==> src/rtl/sfp_pkg.sv <==
// Shared encodings and defaults for the TX frame path.
package sfp_pkg;
  typedef enum logic [2:0] {ST_IDLE, ST_ACK, ST_XFER, ST_FLUSH, ST_GAP} state_t;

  localparam int DEF_IFG_CYCLES = 12;
  localparam int DEF_MAX_LEN    = 2047;
  localparam int LEN_W          = 12;

  typedef struct packed {
    logic [7:0] data;
    logic       sof;
    logic       eof;
    logic       ovs;
  } beat_t;
endpackage

==> src/rtl/rr_pick.sv <==
// Round-robin picker: first set req bit after index 'last', wrapping.
module rr_pick #(
  parameter int NUM_PORTS = 4,
  parameter int PW        = $clog2(NUM_PORTS)
)(
  input  logic [NUM_PORTS-1:0] req,
  input  logic [PW-1:0]        last,
  output logic [PW-1:0]        sel,
  output logic                 found
);
  logic [PW-1:0] idx;

  always_comb begin
    found = 1'b0;
    sel   = '0;
    idx   = last;
    for (int i = 0; i < NUM_PORTS; i++) begin
      idx = (idx == PW'(NUM_PORTS-1)) ? '0 : idx + 1'b1;
      if (!found && req[idx]) begin
        found = 1'b1;
        sel   = idx;
      end
    end
  end
endmodule

==> src/rtl/tx_frame_arb.sv <==
// N-port frame arbiter: round-robin grant, 1-byte hold so eof is exact, forced IFG.
module tx_frame_arb
  import sfp_pkg::*;
#(
  parameter int NUM_PORTS  = 4,
  parameter int IFG_CYCLES = DEF_IFG_CYCLES,
  parameter int MAX_LEN    = DEF_MAX_LEN
)(
  input  logic                         tx_clk,
  input  logic                         tx_rst_n,
  input  logic [NUM_PORTS-1:0]         port_en,
  input  logic [NUM_PORTS-1:0]         req_valid,
  input  logic [8*NUM_PORTS-1:0]       req_data,
  output logic [NUM_PORTS-1:0]         req_ack,
  output logic [7:0]                   out_data,
  output logic                         out_valid,
  output logic                         out_sof,
  output logic                         out_eof,
  output logic [$clog2(NUM_PORTS)-1:0] out_port,
  output logic                         out_oversize,
  output logic                         busy
);
  localparam int PW = $clog2(NUM_PORTS);

  state_t                      state, state_nx;
  logic [PW-1:0]               last_grant, pick;
  logic                        found, cur_vld;
  logic [NUM_PORTS-1:0][7:0]   req_bytes;
  logic [7:0]                  hold;
  logic                        hold_vld, first;
  logic [LEN_W-1:0]            len;
  logic [7:0]                  gap_cnt;
  beat_t                       beat;

  assign req_bytes = req_data;
  // last_grant doubles as the active port once a frame is granted
  assign cur_vld   = req_valid[last_grant];

  rr_pick #(.NUM_PORTS(NUM_PORTS), .PW(PW)) u_pick (
    .req   (req_valid & port_en),
    .last  (last_grant),
    .sel   (pick),
    .found (found)
  );

  always_ff @(posedge tx_clk or negedge tx_rst_n)
    if (!tx_rst_n) state <= ST_IDLE;
    else           state <= state_nx;

  always_comb begin
    state_nx = state;
    unique case (state)
      ST_IDLE:  if (found) state_nx = ST_ACK;
      ST_ACK:   state_nx = ST_XFER;
      ST_XFER:  if (!cur_vld) state_nx = hold_vld ? ST_FLUSH : ST_GAP;
      ST_FLUSH: state_nx = ST_GAP;
      ST_GAP:   if (gap_cnt == 8'(IFG_CYCLES-1)) state_nx = ST_IDLE;
      default:  state_nx = ST_IDLE;
    endcase
  end

  always_comb begin
    req_ack = '0;
    if (state == ST_ACK) req_ack[last_grant] = 1'b1;
    busy = (state != ST_IDLE);
  end

  always_ff @(posedge tx_clk or negedge tx_rst_n)
    if (!tx_rst_n) begin
      last_grant <= PW'(NUM_PORTS-1);
      out_port   <= '0;
      gap_cnt    <= '0;
    end else begin
      if (state == ST_IDLE && found) begin
        last_grant <= pick;
        out_port   <= pick;
      end
      gap_cnt <= (state == ST_GAP) ? gap_cnt + 1'b1 : '0;
    end

  // A byte is released only once the following cycle tells us whether it is the last
  always_ff @(posedge tx_clk or negedge tx_rst_n)
    if (!tx_rst_n) begin
      hold      <= '0;
      hold_vld  <= 1'b0;
      first     <= 1'b0;
      len       <= '0;
      beat      <= '0;
      out_valid <= 1'b0;
    end else begin
      beat      <= '0;
      out_valid <= 1'b0;
      case (state)
        ST_ACK: begin
          hold_vld <= 1'b0;
          first    <= 1'b1;
          len      <= '0;
        end
        ST_XFER:
          if (cur_vld) begin
            hold     <= req_bytes[last_grant];
            hold_vld <= 1'b1;
            if (len != '1) len <= len + 1'b1;
            if (hold_vld) begin
              out_valid <= 1'b1;
              beat      <= '{data: hold, sof: first, eof: 1'b0, ovs: 1'b0};
              first     <= 1'b0;
            end
          end else if (hold_vld) begin
            out_valid <= 1'b1;
            beat      <= '{data: hold, sof: first, eof: 1'b1, ovs: (int'(len) > MAX_LEN)};
            hold_vld  <= 1'b0;
          end
        default: ;
      endcase
    end

  assign out_data     = beat.data;
  assign out_sof      = beat.sof;
  assign out_eof      = beat.eof;
  assign out_oversize = beat.ovs;
endmodule
==> config.mk <==
export PLATFORM = sky130hd
export DESIGN_NAME = tx_frame_arb
export DESIGN_NICKNAME = d
export VERILOG_FILES = /design/src/rtl/sfp_pkg.sv /design/src/rtl/rr_pick.sv /design/src/rtl/tx_frame_arb.sv
export SDC_FILE = /design/constraint.sdc
export NUM_CORES = 1
export LEC_CHECK = 0
export BUFFER_PORTS_ARGS = -buffer_cell sky130_fd_sc_hd__buf_2
export CORE_UTILIZATION = 45
export CTS_CLUSTER_DIAMETER = 80
export CTS_CLUSTER_SIZE = 16
export DETAILED_ROUTE_END_ITERATION = 12
export PLACE_DENSITY = 0.72
export SLEW_MARGIN = 15
export SYNTH_ARGS = -nofsm -noshare
export SYNTH_HDL_FRONTEND = slang
export SYNTH_HIERARCHICAL = 1
export SYNTH_SLANG_ARGS = --single-unit
==> constraint.sdc <==
create_clock -name tx_clk -period 2 [get_ports tx_clk]
set_input_delay 0.2 -clock tx_clk [delete_from_list [all_inputs] [get_ports tx_clk]]
set_output_delay 0.2 -clock tx_clk [all_outputs]
set_load 0.01 [all_outputs]
After elaboration in Yosys (flattened, before gate mapping)
Cells that the tools add are included.
{"block": "classes", "add_sub_neg": 6, "div_mod_pow": 0, "n_bitwise": 1, "muxes": 47, "magnitude_cmp": 7, "reduce_logical": 15, "n_mul": 0, "shift": 0, "eq_ne": 16}
{"operator": "2-to-1 mux 11 bit", "count": 4}
{"operator": "2-to-1 mux 12 bit", "count": 2}
{"operator": "one-hot mux 12 bit (2 select lines)", "count": 1}
{"operator": "binary-select mux 8 bit (select 2 bit)", "count": 1}
{"operator": "2-to-1 mux 2 bit", "count": 8}
{"operator": "2-to-1 mux 8 bit", "count": 2}
{"operator": "< comparator 2 x 3 -> 1 bit (second input constant)", "count": 5}
{"operator": "2-to-1 mux 1 bit", "count": 15}
{"operator": "one-hot mux 3 bit (5 select lines)", "count": 1}
{"operator": "adder 12 x 1 -> 12 bit (second input constant)", "count": 1}
{"operator": "greater-than comparator 12 x 11 -> 1 bit (second input constant)", "count": 1}
{"operator": "2-to-1 mux 3 bit", "count": 4}
{"operator": "inequality test 12 bit (second input constant)", "count": 1}
{"operator": "inequality test 2 bit (second input constant)", "count": 6}
{"operator": "binary-select mux 1 bit (select 2 bit)", "count": 5}
{"operator": "AND reduction 3 bit", "count": 3}
{"operator": "adder 2 x 1 -> 2 bit (second input constant)", "count": 4}
{"operator": "adder 8 x 1 -> 8 bit (second input constant)", "count": 1}
{"operator": "== test 2 bit (second input constant)", "count": 4}
{"operator": "== test 8 x 4 -> 1 bit (second input constant)", "count": 1}
{"operator": "== test 3 x 2 -> 1 bit (second input constant)", "count": 2}
{"operator": "logical AND 1 bit", "count": 5}
{"operator": "AND 4 bit", "count": 1}
{"operator": "2-to-1 mux 4 bit", "count": 1}
{"operator": "other kinds (10)", "count": 13}
{"block": "totals", "wordCells": 105, "output_inout_bits": 19, "ramBits": 0, "input_bits": 42, "romBits": 0, "mem_count": 0, "regBits": 49, "latch_bits": 0}

Depth between registers and ports, before layout
{"block": "logic_depth", "ltp_word": 16, "ltp_mapped": 6, "mapped_depth_nobuf": 6}

Modules after synthesis
The synthesis kept the hierarchy.
{"mod": "tx_frame_arb", "n_inst": 1, "area_per_inst_um2": 2409.8, "cells_each": 215, "seq_area_each_um2": 1228.7}
{"mod": "rr_pick", "n_inst": 1, "area_per_inst_um2": 107.6, "cells_each": 15, "seq_area_each_um2": 0.0}

Worst setup path after synthesis
No wires, ideal clock.
{"block": "synth_timing", "path_kind": "register to register", "startpoint": "register last_grant[0]", "endpoint": "register hold[3]", "setup_time_ns": 0.125, "arrival_ns": 1.884, "setup_slack_ns": -0.009, "path_stages_with_launch": 5, "period_less_slack_ns": 2.009, "path_buffers": 2, "required_ns": 1.875, "cell_sequence": "dfstp_2 buf_6 clkbuf_1 mux4_2 mux2_2"}
{"block": "synth_via", "elab_chain_cells": 3, "word_cells_on_any_way": 5, "classes_between": "4 x mux; 1 x reduce/logical"}
{"item": "start: declaration", "line_no": "tx_frame_arb.sv:26", "source": "logic [PW-1:0] last_grant, pick;"}
{"item": "start signal: assignment", "line_no": "tx_frame_arb.sv:70", "source": "last_grant <= PW'(NUM_PORTS-1);"}
{"item": "start signal: assignment", "line_no": "tx_frame_arb.sv:75", "source": "last_grant <= pick;"}
{"item": "binary-select mux 1 bit (select 2 bit)", "line_no": "tx_frame_arb.sv:37", "source": "assign cur_vld = req_valid[last_grant];"}
{"item": "2-to-1 mux 1 bit (implied by the code)", "line_no": "tx_frame_arb.sv:37"}
{"item": "AND reduction 2 bit (no line)"}
{"item": "end signal: assignment", "line_no": "tx_frame_arb.sv:101", "source": "hold <= req_bytes[last_grant];"}
{"item": "end: declaration", "line_no": "tx_frame_arb.sv:29", "source": "logic [7:0] hold;"}
Several ways; a longest one is shown, not always the timed one. The select of a mux whose other input is x is not followed.
A chain may end at the register's enable or synchronous reset.

Worst setup path after layout
{"block": "layout_timing", "startpoint": "register last_grant[0]", "endpoint": "register len[7]"}
{"block": "layout_via", "elab_chain_cells": 4}
{"item": "binary-select mux 1 bit (select 2 bit)", "line_no": "tx_frame_arb.sv:37"}
{"item": "2-to-1 mux 1 bit (implied by the code)", "line_no": "tx_frame_arb.sv:37"}
{"item": "inequality test 2 bit (no line)"}
{"item": "AND reduction 3 bit (no line)"}
{"item": "end signal: assignment", "line_no": "tx_frame_arb.sv:103", "source": "if (len != '1) len <= len + 1'b1;"}
{"item": "end: declaration", "line_no": "tx_frame_arb.sv:31", "source": "logic [LEN_W-1:0] len;"}
Every way passes these cells. The select of a mux whose other input is x is not followed.

==> metrics.md <==
| Metric | Value |
|---|---|
| CTS root buf | clkbuf_8 |
| Worst setup endpoint | len[7] |
| RSZ-0062 raised after global routing | no |
| Worst setup SP type | register |
| Endpoints failing setup | 0 |
| Total power | approximately 3.2 mW |
| GRT Resource Usage Total | between 10% and 20% |
| Grt ovf | 0 |
| Synth Instances | 230 |
| Crit path from | last_grant[0] |
| Largest net degree at the start of global routing | 28 |
| Worst reg2reg path depth | 4 |
| Worst Path Required | between 2 and 2.5 ns |
| Fraction of layout cells with a size suffix above 1 | between 30% and 40% |
| Hpwl dp | roughly 4000 um |
| Io pins | 61 |
| Placed cell count | around 360 |
| Register area | 0.00123 mm^2 |
| Worst vdd ir | between 700 and 800 uV |
| Initial DRC count | between 100 and 150 |
| GPL Wtd Cong | 0.909 |
| R2R setup slack | 0.1 ns |
| First-pass GRT wire length | between 9000 and 10,000 um |
| Power Density | around 1100 mW/mm^2 |
| Final period util | between 90% and 100% |
| Final ANT Viol Nets | 0 |
| Clock buffer count from CTS | 5 |
| Mapped Area | about 0.0025 mm^2 |
| Synth unique cells | 49 |
| Residual DRC | 0 |
| Post-DR wirelength/cell | 14.7 um |
| Maximum fanout along the worst path | 9 |
| CP Data Arrival Time | between 2 and 2.5 ns |
| Max Clk Rate | 526 MHz |
| Placed cell areas | 0.00292 mm^2 |
| Max Cap Viol | 0 |
| Worst skew pair latency | just under 0.3 ns |
| Starting density of the core | 48.1% |
| Vias in the first global route | slightly above 2,000 |
| Die extent in x | roughly 77 um |
| DR pass1 iterations | 4 |
| Sequential area share after synthesis | between 40% and 50% |
| Mapped Avg Cell Area | 10.9 um^2 |
| Final Critical Period | between 1.5 and 2 ns |
| Non-filler cells, final | between 300 and 400 |
| Crit path cell chain | mux4_2, o41a_2, a21oi_4, a2bb2oi_1 |
| Reg2reg end | len[7] |
| Post-Route WL | 5350 um |
| Status | completed |
| CTS H-Tree Depth | 2 |
| Hold Fails Final Rpt | 0 |
| Critical path class | register to register |
| Area grow syn2layout | 19.9% |
| Vias per cell | between 5 and 6 |
| Final net count | 340 |
| Rows | 26 |
| Layout fillers | approximately 460 |
| Setup TNS | 0 ns |
| CTS tree | yes |
| Pleak | roughly 1.5 nW |
| Clock sink count | 49 |
| Finished Cell Area | ~0.003 mm^2 |
| Crit. End Element | register |
| Multi-input logic area | 0.00121 mm^2 |
| Core area | 0.00524 mm^2 |
| Pins Over Slew Limit | 0 |
| Die area | approximately 0.0059 mm^2 |
| Die Y | 76.8 um |
| Worst hold path type | primary input to register |
| FFs w/ async S/R, synth | 100% |
| Commonest non-fill, non-tap cell in the layout | buf_2 |
| Synth Flop Type | dfrtp_1 |
| Post-synth EDFFs | 0 |
| Syn nets | between 200 and 300 |
| Seq cells post-synth | 49 |
| Max Clock Skew | 0.00254 ns |
| FF-to-FF Start | last_grant[0] |
| PortBufs | 60 |
| Ys Warns | 6 |
| DR vias | 2,039 |
| Slowest Stage Delay on Critical Path | roughly 0.6 ns |
| Clock buffer depth | 2 |
| Diode count | 0 |
| Slowest cell on crit path | mux4_2 |
| Most frequent cells in the layout | 60 x buf_2, 47 x dfrtp_1, 24 x nand2_1 |
| Least-Margin Pin Slew | about 0.53 ns |
| Initial antenna violation count | 0 |
| CTS clk-pin slew, worst paths | ~0.090 ns |
| Slew HR | between 60% and 70% |
-- power breakdown --
group / leakage (nW) / switching [mW] / internal [mW] / total, mW
sequential: 0.648 / 0.207 / 1.24 / 1.45
clock: 0.0433 / 0.316 / 0.274 / 0.589
combinational: 0.798 / 0.662 / 0.550 / 1.21
total: 1.49 / 1.18 / 2.06 / 3.25
-- repair_timing --
item                                   4_1_cts  5_1_grt
buffers inserted                             0        0
hold buffers                                 1        0
endpoints found under the hold margin       22        0
resized for setup                            0        0
setup endpoints to repair                    0        1
-- cell families (layout without fill, tap and decap cells) --
kind of cell	after synthesis	count (layout)	share of synthesized area, %
AOI/OAI and AO/OA	34	34	11.9
xor gates and xnor gates	6	6	2.09
adders and majority gates	3	3	1.49
buffers and inverters	17	82	3.13
DFF	49	49	48.8
muxes	17	17	11.9
and+or+nand+nor	104	104	20.6
-- worst min path at each step --
| stage | from | endpoint | slack [ns] | depth (start not counted) |
|---|---|---|---|---|
| floorplan | tx_rst_n | first | -0.1 | 0 |
| global placement | tx_rst_n | hold[4] | 0.21 | 1 |
| detailed placement | tx_rst_n | hold[4] | 0.21 | 1 |
| CTS | req_data[23] | hold[7] | 0.31 | 4 |
| global route | req_data[31] | hold[7] | 0.35 | 4 |
| finish | req_data[23] | hold[7] | 0.32 | 4 |
-- layer usage --
layer	wire (um)	global-route usage (%)	up-vias
li1	-	-	980
met1	2530	28.0	967
met2	2440	31.2	84
met3	331	4.40	8
met4	59	5.19	0
met5	0	0	-
-- through the flow --
step                hold slack, ns  setup WS, ns  util, %
floorplan                  -0.0956        0.0162        -
finish                       0.317        0.0987     57.6
global route                 0.347       0.00830     57.6
global placement             0.206         0.143     55.7
CTS                          0.308        0.0682     57.6
detailed placement           0.213        0.0595     55.7
-- cells in the mapped netlist, types with 2 or more instances --
cell type	number	area (um^2)
a21oi_1	5	25.0
mux2_2	8	90.1
o21ai_0	2	10.0
a21o_1	2	15.0
mux4_2	7	158
dfrtp_1	47	1180
nand2b_1	2	12.5
nand3_1	17	85.1
and3_1	14	87.6
o311a_1	2	20.0
and2_1	4	25.0
nand4_1	2	12.5
a221o_1	2	20.0
nand2_1	24	90.1
nor3b_1	2	15.0
nor2_1	21	78.8
a211o_1	2	17.5
o211ai_1	4	30.0
xor2_1	5	43.8
buf_6	2	22.5
o311ai_0	2	17.5
nor4_1	3	18.8
inv_1	7	26.3
nor3_1	8	40.0
ha_1	3	37.5
o41ai_1	2	17.5
mux4_1	2	52.6
clkbuf_1	7	26.3
dfstp_2	2	52.6
-- state kept, by name, indices dropped and copies added (netlist names), 2 cells and up --
| register | cells |
|---|---|
| len | 12 |
| gap_cnt | 8 |
| hold | 8 |
| out_data | 8 |
| state | 3 |
| last_grant | 2 |
| out_port | 2 |
-- critical path, delay by kind of cell, from the launching register on --
family          cells  cell delay [ns]
compound gates      3             0.68
flops               1             0.55
mux                 1             0.60
-- final cells by class --
class / count / share of cell area [%]
clock buffer: 6 / 2.74
sequential: 49 / 40.7
timing repair buffer: 68 / 12.4
tap: 70 / 2.90
clock inverter: 1 / 0.249
inverter: 7 / 0.871
multi-input combinational: 164 / 40.1
Note: power is estimated with default switching activity, not from simulation.
